<file path="src/rtl/alu_arbiter_if.sv">
// Bundle of the two requester command/response channels and the shared ALU hookup.
// The arbiter takes the slave side; the requesters and the ALU take the master side.
interface alu_arbiter_if;
    logic        req0_valid;
    logic        req0_ready;
    logic [3:0]  req0_op;
    logic [31:0] req0_a;
    logic [31:0] req0_b;
    logic        req1_valid;
    logic        req1_ready;
    logic [3:0]  req1_op;
    logic [31:0] req1_a;
    logic [31:0] req1_b;

    logic        rsp0_valid;
    logic        rsp0_ready;
    logic [31:0] rsp0_data;
    logic        rsp0_zero;
    logic        rsp1_valid;
    logic        rsp1_ready;
    logic [31:0] rsp1_data;
    logic        rsp1_zero;

    logic [3:0]  alu_op;
    logic [31:0] alu_op1;
    logic [31:0] alu_op2;
    logic [31:0] alu_sol;
    logic        alu_zero;

    modport slave (
        input  req0_valid, req0_op, req0_a, req0_b,
        input  req1_valid, req1_op, req1_a, req1_b,
        output req0_ready, req1_ready,
        output rsp0_valid, rsp0_data, rsp0_zero,
        output rsp1_valid, rsp1_data, rsp1_zero,
        input  rsp0_ready, rsp1_ready,
        output alu_op, alu_op1, alu_op2,
        input  alu_sol, alu_zero
    );

    modport master (
        output req0_valid, req0_op, req0_a, req0_b,
        output req1_valid, req1_op, req1_a, req1_b,
        input  req0_ready, req1_ready,
        input  rsp0_valid, rsp0_data, rsp0_zero,
        input  rsp1_valid, rsp1_data, rsp1_zero,
        output rsp0_ready, rsp1_ready,
        input  alu_op, alu_op1, alu_op2,
        output alu_sol, alu_zero
    );
endinterface

</file>
<file path="src/rtl/alu_arbiter.sv">
// Two-requester arbiter in front of one shared combinational ALU, with a single
// result register that is handed back to whichever requester was granted.
module alu_arbiter #(
    parameter bit RR_EN = 1'b1
) (
    input  logic         clk,
    input  logic         reset_n,
    alu_arbiter_if.slave bus
);
    logic        res_valid_q, res_valid_d;
    logic        res_owner_q, res_owner_d;
    logic [31:0] res_data_q,  res_data_d;
    logic        res_zero_q,  res_zero_d;
    logic        ptr_q,       ptr_d;

    logic owner_ready;
    logic slot_free;
    logic grant0;
    logic grant1;

    // A held result frees the slot in the same cycle its owner consumes it.
    always_comb begin
        owner_ready = res_owner_q ? bus.rsp1_ready : bus.rsp0_ready;
        slot_free   = !res_valid_q || owner_ready;
        grant0      = reset_n && slot_free && bus.req0_valid &&
                      (!bus.req1_valid || !RR_EN || !ptr_q);
        grant1      = reset_n && slot_free && bus.req1_valid &&
                      (!bus.req0_valid || (RR_EN && ptr_q));
    end

    always_comb begin
        bus.req0_ready = grant0;
        bus.req1_ready = grant1;
        bus.alu_op     = 4'b0000;
        bus.alu_op1    = 32'd0;
        bus.alu_op2    = 32'd0;
        if (grant0) begin
            bus.alu_op  = bus.req0_op;
            bus.alu_op1 = bus.req0_a;
            bus.alu_op2 = bus.req0_b;
        end else if (grant1) begin
            bus.alu_op  = bus.req1_op;
            bus.alu_op1 = bus.req1_a;
            bus.alu_op2 = bus.req1_b;
        end
        bus.rsp0_valid = reset_n && res_valid_q && !res_owner_q;
        bus.rsp1_valid = reset_n && res_valid_q &&  res_owner_q;
        bus.rsp0_data  = res_data_q;
        bus.rsp1_data  = res_data_q;
        bus.rsp0_zero  = res_zero_q;
        bus.rsp1_zero  = res_zero_q;
    end

    always_comb begin
        res_valid_d = res_valid_q;
        res_owner_d = res_owner_q;
        res_data_d  = res_data_q;
        res_zero_d  = res_zero_q;
        ptr_d       = ptr_q;
        if (grant0 || grant1) begin
            res_valid_d = 1'b1;
            res_owner_d = grant1;
            res_data_d  = bus.alu_sol;
            res_zero_d  = bus.alu_zero;
            ptr_d       = grant0;
        end else if (res_valid_q && owner_ready) begin
            res_valid_d = 1'b0;
        end
    end

    always_ff @(posedge clk) begin
        if (!reset_n) begin
            res_valid_q <= 1'b0;
            res_owner_q <= 1'b0;
            res_data_q  <= 32'd0;
            res_zero_q  <= 1'b0;
            ptr_q       <= 1'b0;
        end else begin
            res_valid_q <= res_valid_d;
            res_owner_q <= res_owner_d;
            res_data_q  <= res_data_d;
            res_zero_q  <= res_zero_d;
            ptr_q       <= ptr_d;
        end
    end
endmodule

</file>
<file path="src/flat_wrapper.sv">
// flat-port wrapper written by rule: the top's interface ports become plain ports
module alu_arbiter_flat 
#(
    parameter bit RR_EN = 1'b1
)
  (clk, reset_n, bus_req0_valid, bus_req0_op, bus_req0_a, bus_req0_b, bus_req1_valid, bus_req1_op, bus_req1_a, bus_req1_b, bus_req0_ready, bus_req1_ready, bus_rsp0_valid, bus_rsp0_data, bus_rsp0_zero, bus_rsp1_valid, bus_rsp1_data, bus_rsp1_zero, bus_rsp0_ready, bus_rsp1_ready, bus_alu_op, bus_alu_op1, bus_alu_op2, bus_alu_sol, bus_alu_zero);
  alu_arbiter_if bus_i ();
  input  logic clk;
  input  logic reset_n;
  input wire logic [$bits(bus_i.req0_valid)-1:0] bus_req0_valid;
  input wire logic [$bits(bus_i.req0_op)-1:0] bus_req0_op;
  input wire logic [$bits(bus_i.req0_a)-1:0] bus_req0_a;
  input wire logic [$bits(bus_i.req0_b)-1:0] bus_req0_b;
  input wire logic [$bits(bus_i.req1_valid)-1:0] bus_req1_valid;
  input wire logic [$bits(bus_i.req1_op)-1:0] bus_req1_op;
  input wire logic [$bits(bus_i.req1_a)-1:0] bus_req1_a;
  input wire logic [$bits(bus_i.req1_b)-1:0] bus_req1_b;
  output wire logic [$bits(bus_i.req0_ready)-1:0] bus_req0_ready;
  output wire logic [$bits(bus_i.req1_ready)-1:0] bus_req1_ready;
  output wire logic [$bits(bus_i.rsp0_valid)-1:0] bus_rsp0_valid;
  output wire logic [$bits(bus_i.rsp0_data)-1:0] bus_rsp0_data;
  output wire logic [$bits(bus_i.rsp0_zero)-1:0] bus_rsp0_zero;
  output wire logic [$bits(bus_i.rsp1_valid)-1:0] bus_rsp1_valid;
  output wire logic [$bits(bus_i.rsp1_data)-1:0] bus_rsp1_data;
  output wire logic [$bits(bus_i.rsp1_zero)-1:0] bus_rsp1_zero;
  input wire logic [$bits(bus_i.rsp0_ready)-1:0] bus_rsp0_ready;
  input wire logic [$bits(bus_i.rsp1_ready)-1:0] bus_rsp1_ready;
  output wire logic [$bits(bus_i.alu_op)-1:0] bus_alu_op;
  output wire logic [$bits(bus_i.alu_op1)-1:0] bus_alu_op1;
  output wire logic [$bits(bus_i.alu_op2)-1:0] bus_alu_op2;
  input wire logic [$bits(bus_i.alu_sol)-1:0] bus_alu_sol;
  input wire logic [$bits(bus_i.alu_zero)-1:0] bus_alu_zero;
  assign bus_i.req0_valid = bus_req0_valid;
  assign bus_i.req0_op = bus_req0_op;
  assign bus_i.req0_a = bus_req0_a;
  assign bus_i.req0_b = bus_req0_b;
  assign bus_i.req1_valid = bus_req1_valid;
  assign bus_i.req1_op = bus_req1_op;
  assign bus_i.req1_a = bus_req1_a;
  assign bus_i.req1_b = bus_req1_b;
  assign bus_req0_ready = bus_i.req0_ready;
  assign bus_req1_ready = bus_i.req1_ready;
  assign bus_rsp0_valid = bus_i.rsp0_valid;
  assign bus_rsp0_data = bus_i.rsp0_data;
  assign bus_rsp0_zero = bus_i.rsp0_zero;
  assign bus_rsp1_valid = bus_i.rsp1_valid;
  assign bus_rsp1_data = bus_i.rsp1_data;
  assign bus_rsp1_zero = bus_i.rsp1_zero;
  assign bus_i.rsp0_ready = bus_rsp0_ready;
  assign bus_i.rsp1_ready = bus_rsp1_ready;
  assign bus_alu_op = bus_i.alu_op;
  assign bus_alu_op1 = bus_i.alu_op1;
  assign bus_alu_op2 = bus_i.alu_op2;
  assign bus_i.alu_sol = bus_alu_sol;
  assign bus_i.alu_zero = bus_alu_zero;
  alu_arbiter #(.RR_EN(RR_EN)) u_core (.clk(clk), .reset_n(reset_n), .bus(bus_i));
endmodule
</file>
<file path="config.mk">
export PLATFORM = sky130hd
export DESIGN_NAME = alu_arbiter_flat
export DESIGN_NICKNAME = d
export VERILOG_FILES = /design/src/rtl/alu_arbiter_if.sv /design/src/rtl/alu_arbiter.sv /design/src/flat_wrapper.sv
export SDC_FILE = /design/constraint.sdc
export NUM_CORES = 1
export LEC_CHECK = 0
export CELL_PAD_IN_SITES_DETAIL_PLACEMENT = 2
export CELL_PAD_IN_SITES_GLOBAL_PLACEMENT = 2
export CORE_UTILIZATION = 13
export DETAILED_ROUTE_END_ITERATION = 8
export HOLD_SLACK_MARGIN = 0.02
export PLACE_DENSITY_LB_ADDON = 0.08
export SLEW_MARGIN = 0
export SYNTH_ARGS = -nofsm -noshare
export SYNTH_HDL_FRONTEND = slang
export SYNTH_SLANG_ARGS = --single-unit
</file>
<file path="constraint.sdc">
create_clock -name clk -period 1.48 [get_ports clk]
set_input_delay 0.37 -clock clk [delete_from_list [all_inputs] [get_ports clk]]
set_output_delay 0.37 -clock clk [all_outputs]
set_load 0.005 [all_outputs]
</file>
After elaboration in Yosys (flattened, before gate mapping) --
Cells that the tools add are included.
Storage, ports and cells: register bits 36, bits of input ports 175, logic and storage cells 33
Cells by class: mux-type cells 9, reductions and logical operators 19
Operator list (number):
- 32-bit 2-to-1 mux | 4
- 1-bit logical AND | 9
- 4-bit 2-to-1 mux | 2
- 1-bit logical NOT | 5
- 1-bit logical OR | 4
- 1-bit 2-to-1 mux | 3
- 2-bit nonzero test | 1

Logic depth before layout (Yosys ltp) --
depth in word-level cells 7, mapped depth 6, gate-level depth less buffers 3

Worst setup path after synthesis --
OpenSTA, ideal clock, no wires.
kind input-to-output, start point input port bus_req1_valid, end point output port bus_alu_op2[22], arrival time 1.227 ns, path buffers 3, data required time 1.110 ns, stages 6, setup slack -0.117 ns, cells stage by stage buf_6 > inv_2 > buf_2 > buf_2 > o211ai_1 > a21oi_1
On the way: longest elaborated chain between the ends 4
RTL lines:
- start: declaration | RTL line flat_wrapper.sv:14 | input wire logic [$bits(bus_i.req1_valid)-1:0] bus_req1_valid;
- 1-bit logical AND or 1-bit logical NOT (tied branches) | RTL line alu_arbiter.sv:27, alu_arbiter.sv:26
- 1-bit logical AND or 1-bit logical OR (tied branches) | RTL line alu_arbiter.sv:27, alu_arbiter.sv:26
- 32-bit 2-to-1 mux or 1-bit logical AND (tied branches) | RTL line alu_arbiter.sv:41, alu_arbiter.sv:25
- 32-bit 2-to-1 mux * | RTL line alu_arbiter.sv:37 | if (grant0) begin
- end: declaration | RTL line flat_wrapper.sv:30 | output wire logic [$bits(bus_i.alu_op2)-1:0] bus_alu_op2;
Mark *: on every way between the ends. The rest lies on a longest branch, timed or not.

Final worst setup path --
start point register u_core.res_owner_q, end point output port bus_alu_op2[17]
On the way: longest elaborated chain between the ends 7
RTL lines:
- start: declaration | RTL line alu_arbiter.sv:11 | logic res_owner_q, res_owner_d;
- start signal: assignment | RTL line alu_arbiter.sv:80 | res_owner_q <= res_owner_d;
- 1-bit 2-to-1 mux * | RTL line alu_arbiter.sv:23 | owner_ready = res_owner_q ? bus.rsp1_ready : bus.rsp0_ready;
- 1-bit logical OR * | RTL line alu_arbiter.sv:24 | slot_free = !res_valid_q || owner_ready;
- 1-bit logical AND * | RTL line alu_arbiter.sv:25, alu_arbiter.sv:27
- 1-bit logical AND (2 in a row) | RTL line alu_arbiter.sv:27 | grant1 = reset_n && slot_free && bus.req1_valid &&
- 32-bit 2-to-1 mux | RTL line alu_arbiter.sv:41 | end else if (grant1) begin
- 32-bit 2-to-1 mux * | RTL line alu_arbiter.sv:37
Marks and branches as above.

==> impl_summary.txt <==
----------------------------------------------------
[Floorplan]
  Number of standard-cell rows in the floorplan ... 56
  I/O Pins ... 313
  Horiz. Die Dim ... 157 um
  Core footprint ... 23500 sq um
  Starting density of the core ... 13.3%
  Die span in y ... 157 um
  Die Area ... 24800 sq um

[Critical path]
  Category of the worst setup path launch point ... flip-flop
  Critical path required time ... 1.11 ns
  Biggest fanout along the worst timing path ... 6
  Data arrival at the endpoint of the critical path ... 1.78 ns
  Critical R2R Launch ... u_core.res_owner_q
  Count of buffering cells on the critical path with inverters included ... 5
  CP peak stage delay ... 0.34 ns
  CP Capture Type ... primary output
  Crit-path cells ... mux2_4 -> o21ai_4 -> buf_12 -> buf_12 -> buf_12 -> buf_16 -> a21oi_2 -> buf_2
  Classification of the worst setup path ... flip-flop to primary output
  Most common cell on crit path ... sky130_fd_sc_hd__buf_12
  Critical path's top delay family ... buffers and inverters
  Worst setup path startpoint ... u_core.res_owner_q
  Slowest-stage cell, CP ... sky130_fd_sc_hd__dfxtp_2

[Global route]
  Via count of the first global-routing pass ... 5201
  Total global routing overflow ... 0
  Global-route usage over all layers ... 17.6%
  Wire length of the first global-routing pass ... 32400 um
  Largest net degree at the start of global routing ... 42
  Initial antenna violation count ... 1

[Drt]
  DRC violation total after the first TritonRoute iteration ... 116
  Via count ... 4641
  Total length of routed wires ... 22800 um
  Detail Route Antenna Nets ... 0
  Routed wire length per instance ... 22.5 um
  Mean number of vias per cell ... 4.58
  First-pass iteration count of the detailed router ... 4
  DRC violation count after routing ... 0

[Yosys]
  Number of nets in the synthesized netlist ... 567
  Yosys top cell by area ... sky130_fd_sc_hd__o211ai_1
  Average size of a mapped cell ... 8.00 sq um
  Number of enable-type register cells in the synthesized netlist ... 0
  Ranking of synthesized cells by area ... sky130_fd_sc_hd__o211ai_1, sky130_fd_sc_hd__dfxtp_1, sky130_fd_sc_hd__a21oi_1
  Main synth FF type ... sky130_fd_sc_hd__dfxtp_1
  Proportion of synthesized chip area in sequential cells ... 23.0%
  Count of state elements after synthesis ... 36
  Syn. warnings ... 0
  Number of unique standard cell types used by synthesis ... 31
  Number of instances in the synthesized netlist ... 392
  Most instantiated cells after synthesis ... sky130_fd_sc_hd__o211ai_1, sky130_fd_sc_hd__a21oi_1, sky130_fd_sc_hd__clkbuf_1, sky130_fd_sc_hd__dfxtp_1, sky130_fd_sc_hd__buf_4
  Post-synthesis cell area ... 3140 sq um
  Async set or reset register ratio after synthesis ... 0%
  Area share of the largest cell type after synthesis ... 32.5%
  Most frequent cell after synthesis ... sky130_fd_sc_hd__o211ai_1

[STA]
  Final worst-path setup slack ... -0.670 ns
  Total of endpoints with negative setup slack in the final report ... 106
  Post-route minimum period ... 2.15 ns
  Setup repair after global routing missed its margin ... true
  Clock skew ... 0.00312 ns
  Total count of hold-check failures in the final report ... 0
  Max transition margin ... 69.9%
  Slew at the pin closest to its max-slew limit ... 0.448 ns
  Final slew viol count ... 0
  Final Cycle Share ... 145%
  Highest clock rate ... 465 MHz

[CTS]
  CTS Root Cell ... sky130_fd_sc_hd__clkbuf_16
  Clk slew on worst S/H paths ... 0.06 ns
  Count of hold-fix buffers inserted at cts ... 0
  Worst-case clock buffer depth ... 2
  Number of H-tree branching levels ... 2
  Clock latency at the later pin of the worst-skew pair ... 0.28 ns
  Clock tree from TritonCTS ... done
  Number of buffers created by CTS ... 5
  Count of clock tree sinks ... 36

[Cells and area]
  Final standard cell utilization of the core ... 33.1%
  Layout-stage area growth over the synthesis result ... 148%
  Count of nets after finishing ... 869
  Number of diodes ... 0
  Cell area after layout ... 7790 sq um
  Fraction of layout instances using a drive strength above 1 ... 43.5%

[Placement]
  Cell area reported after detailed placement ... 6550 sq um
  Routability Congestion ... 0.730
  Estimated wirelength of the detail-placed design ... 14600 um
  Worst slack, placed ... -1.09 ns
  Number of port buffers ... 312

[Status]
  Run status ... finished with violations
  Violations in the final reports ... negative setup slack

[Pwr]
  Leakage power ... 0.00317 uW
  Power per unit of standard cell area ... 615 nW/um^2
  Tot Pwr ... 4790 uW
  Maximum vdd drop ... 0.383 mV

[Worst hold path]
  Worst hold path startpoint ... u_core.bus.rsp0_zero
  HP Class ... flip-flop to flip-flop

[Job]
  Maximum Capacitance Violations ... 0

----------------------------------------------------
-- what timing repair did --
item / 4_1_cts / 5_1_grt
endpoints found under the setup margin: 172 / 112
pin swaps: 6 / 30
buffers inserted: 25 / 6
gates cloned: 16 / 2
resized for setup: 469 / 77
-- cells in the final DEF (no fill, tap or decap), types with 3 or more instances in the layout --
master | netlist | routed
sky130_fd_sc_hd__dfxtp_1 | 36 | 5
sky130_fd_sc_hd__dfxtp_2 | 0 | 31
sky130_fd_sc_hd__buf_16 | 0 | 17
sky130_fd_sc_hd__dlymetal6s2s_1 | 0 | 6
sky130_fd_sc_hd__buf_4 | 33 | 24
sky130_fd_sc_hd__buf_6 | 5 | 13
sky130_fd_sc_hd__buf_12 | 0 | 21
sky130_fd_sc_hd__clkbuf_16 | 0 | 7
sky130_fd_sc_hd__a21oi_4 | 0 | 14
sky130_fd_sc_hd__buf_2 | 16 | 69
sky130_fd_sc_hd__o211ai_1 | 136 | 136
sky130_fd_sc_hd__a21oi_2 | 0 | 53
sky130_fd_sc_hd__a22o_4 | 0 | 32
sky130_fd_sc_hd__clkdlybuf4s50_1 | 0 | 169
sky130_fd_sc_hd__dlygate4sd2_1 | 0 | 62
sky130_fd_sc_hd__clkinv_2 | 0 | 3
-- per-stage QoR --
step           hold WS [ns]  std cells  TNS, ns
3_5_place_dp          0.488        964   -87.47
4_1_cts               0.481       1010   -48.54
3_3_place_gp          0.482        964   -85.80
5_1_grt               0.482       1014   -53.07
2_1_floorplan         0.481        392    -2.22
6_report              0.467       1014   -47.13
-- flip-flops by register name, indices dropped and copies added, names as in the netlist --
name	flops
u_core.res_valid_q	1
u_core.bus.rsp0_data	32
u_core.ptr_q	1
u_core.bus.rsp0_zero	1
u_core.res_owner_q	1
-- cell type report --
class / instances / area (sq um)
clock inverters: 3 / 18.8
fillers: 2597 / 15800
multi-input cells: 259 / 2510
inverters: 5 / 20.0
clock buffers: 5 / 125
flip-flops and latches: 36 / 759
repair buffers: 387 / 3960
well taps: 319 / 399
-- power breakdown --
group | leakage, uW | switching [uW] | internal [uW]
registers | 0.000308 | 82.8 | 1070
logic | 0.00279 | 1140 | 1460
clock network | 0.0000736 | 419 | 620
-- routing by layer --
| layer | wire length, um | up-vias | global-route usage, % |
|---|---|---|---|
| met5 | 8 | - | 0 |
| li1 | - | 2145 | - |
| met4 | 346 | 2 | 3.42 |
| met3 | 1480 | 18 | 4.35 |
| met1 | 8990 | 2301 | 20.0 |
| met2 | 12000 | 175 | 32.8 |
-- path summary, 6_finish.rpt --
check / depth (start not counted) / end / slack [ns]
worst max-delay path: 8 / bus_alu_op2[17] / -0.67
worst min-delay path: 1 / u_core.bus.rsp0_zero / 0.47
worst max register to register: 9 / u_core.res_owner_q / -0.17
worst min register to register: 1 / u_core.bus.rsp0_zero / 0.47
-- logic make-up after synthesis --
group | Yosys count | synth area share [%]
flops | 36 | 23.0
mux | 2 | 0.798
simple gates | 12 | 2.15
compound gates | 245 | 56.4
buf+inv | 97 | 17.7
Note: power is estimated with default switching activity, not from simulation.
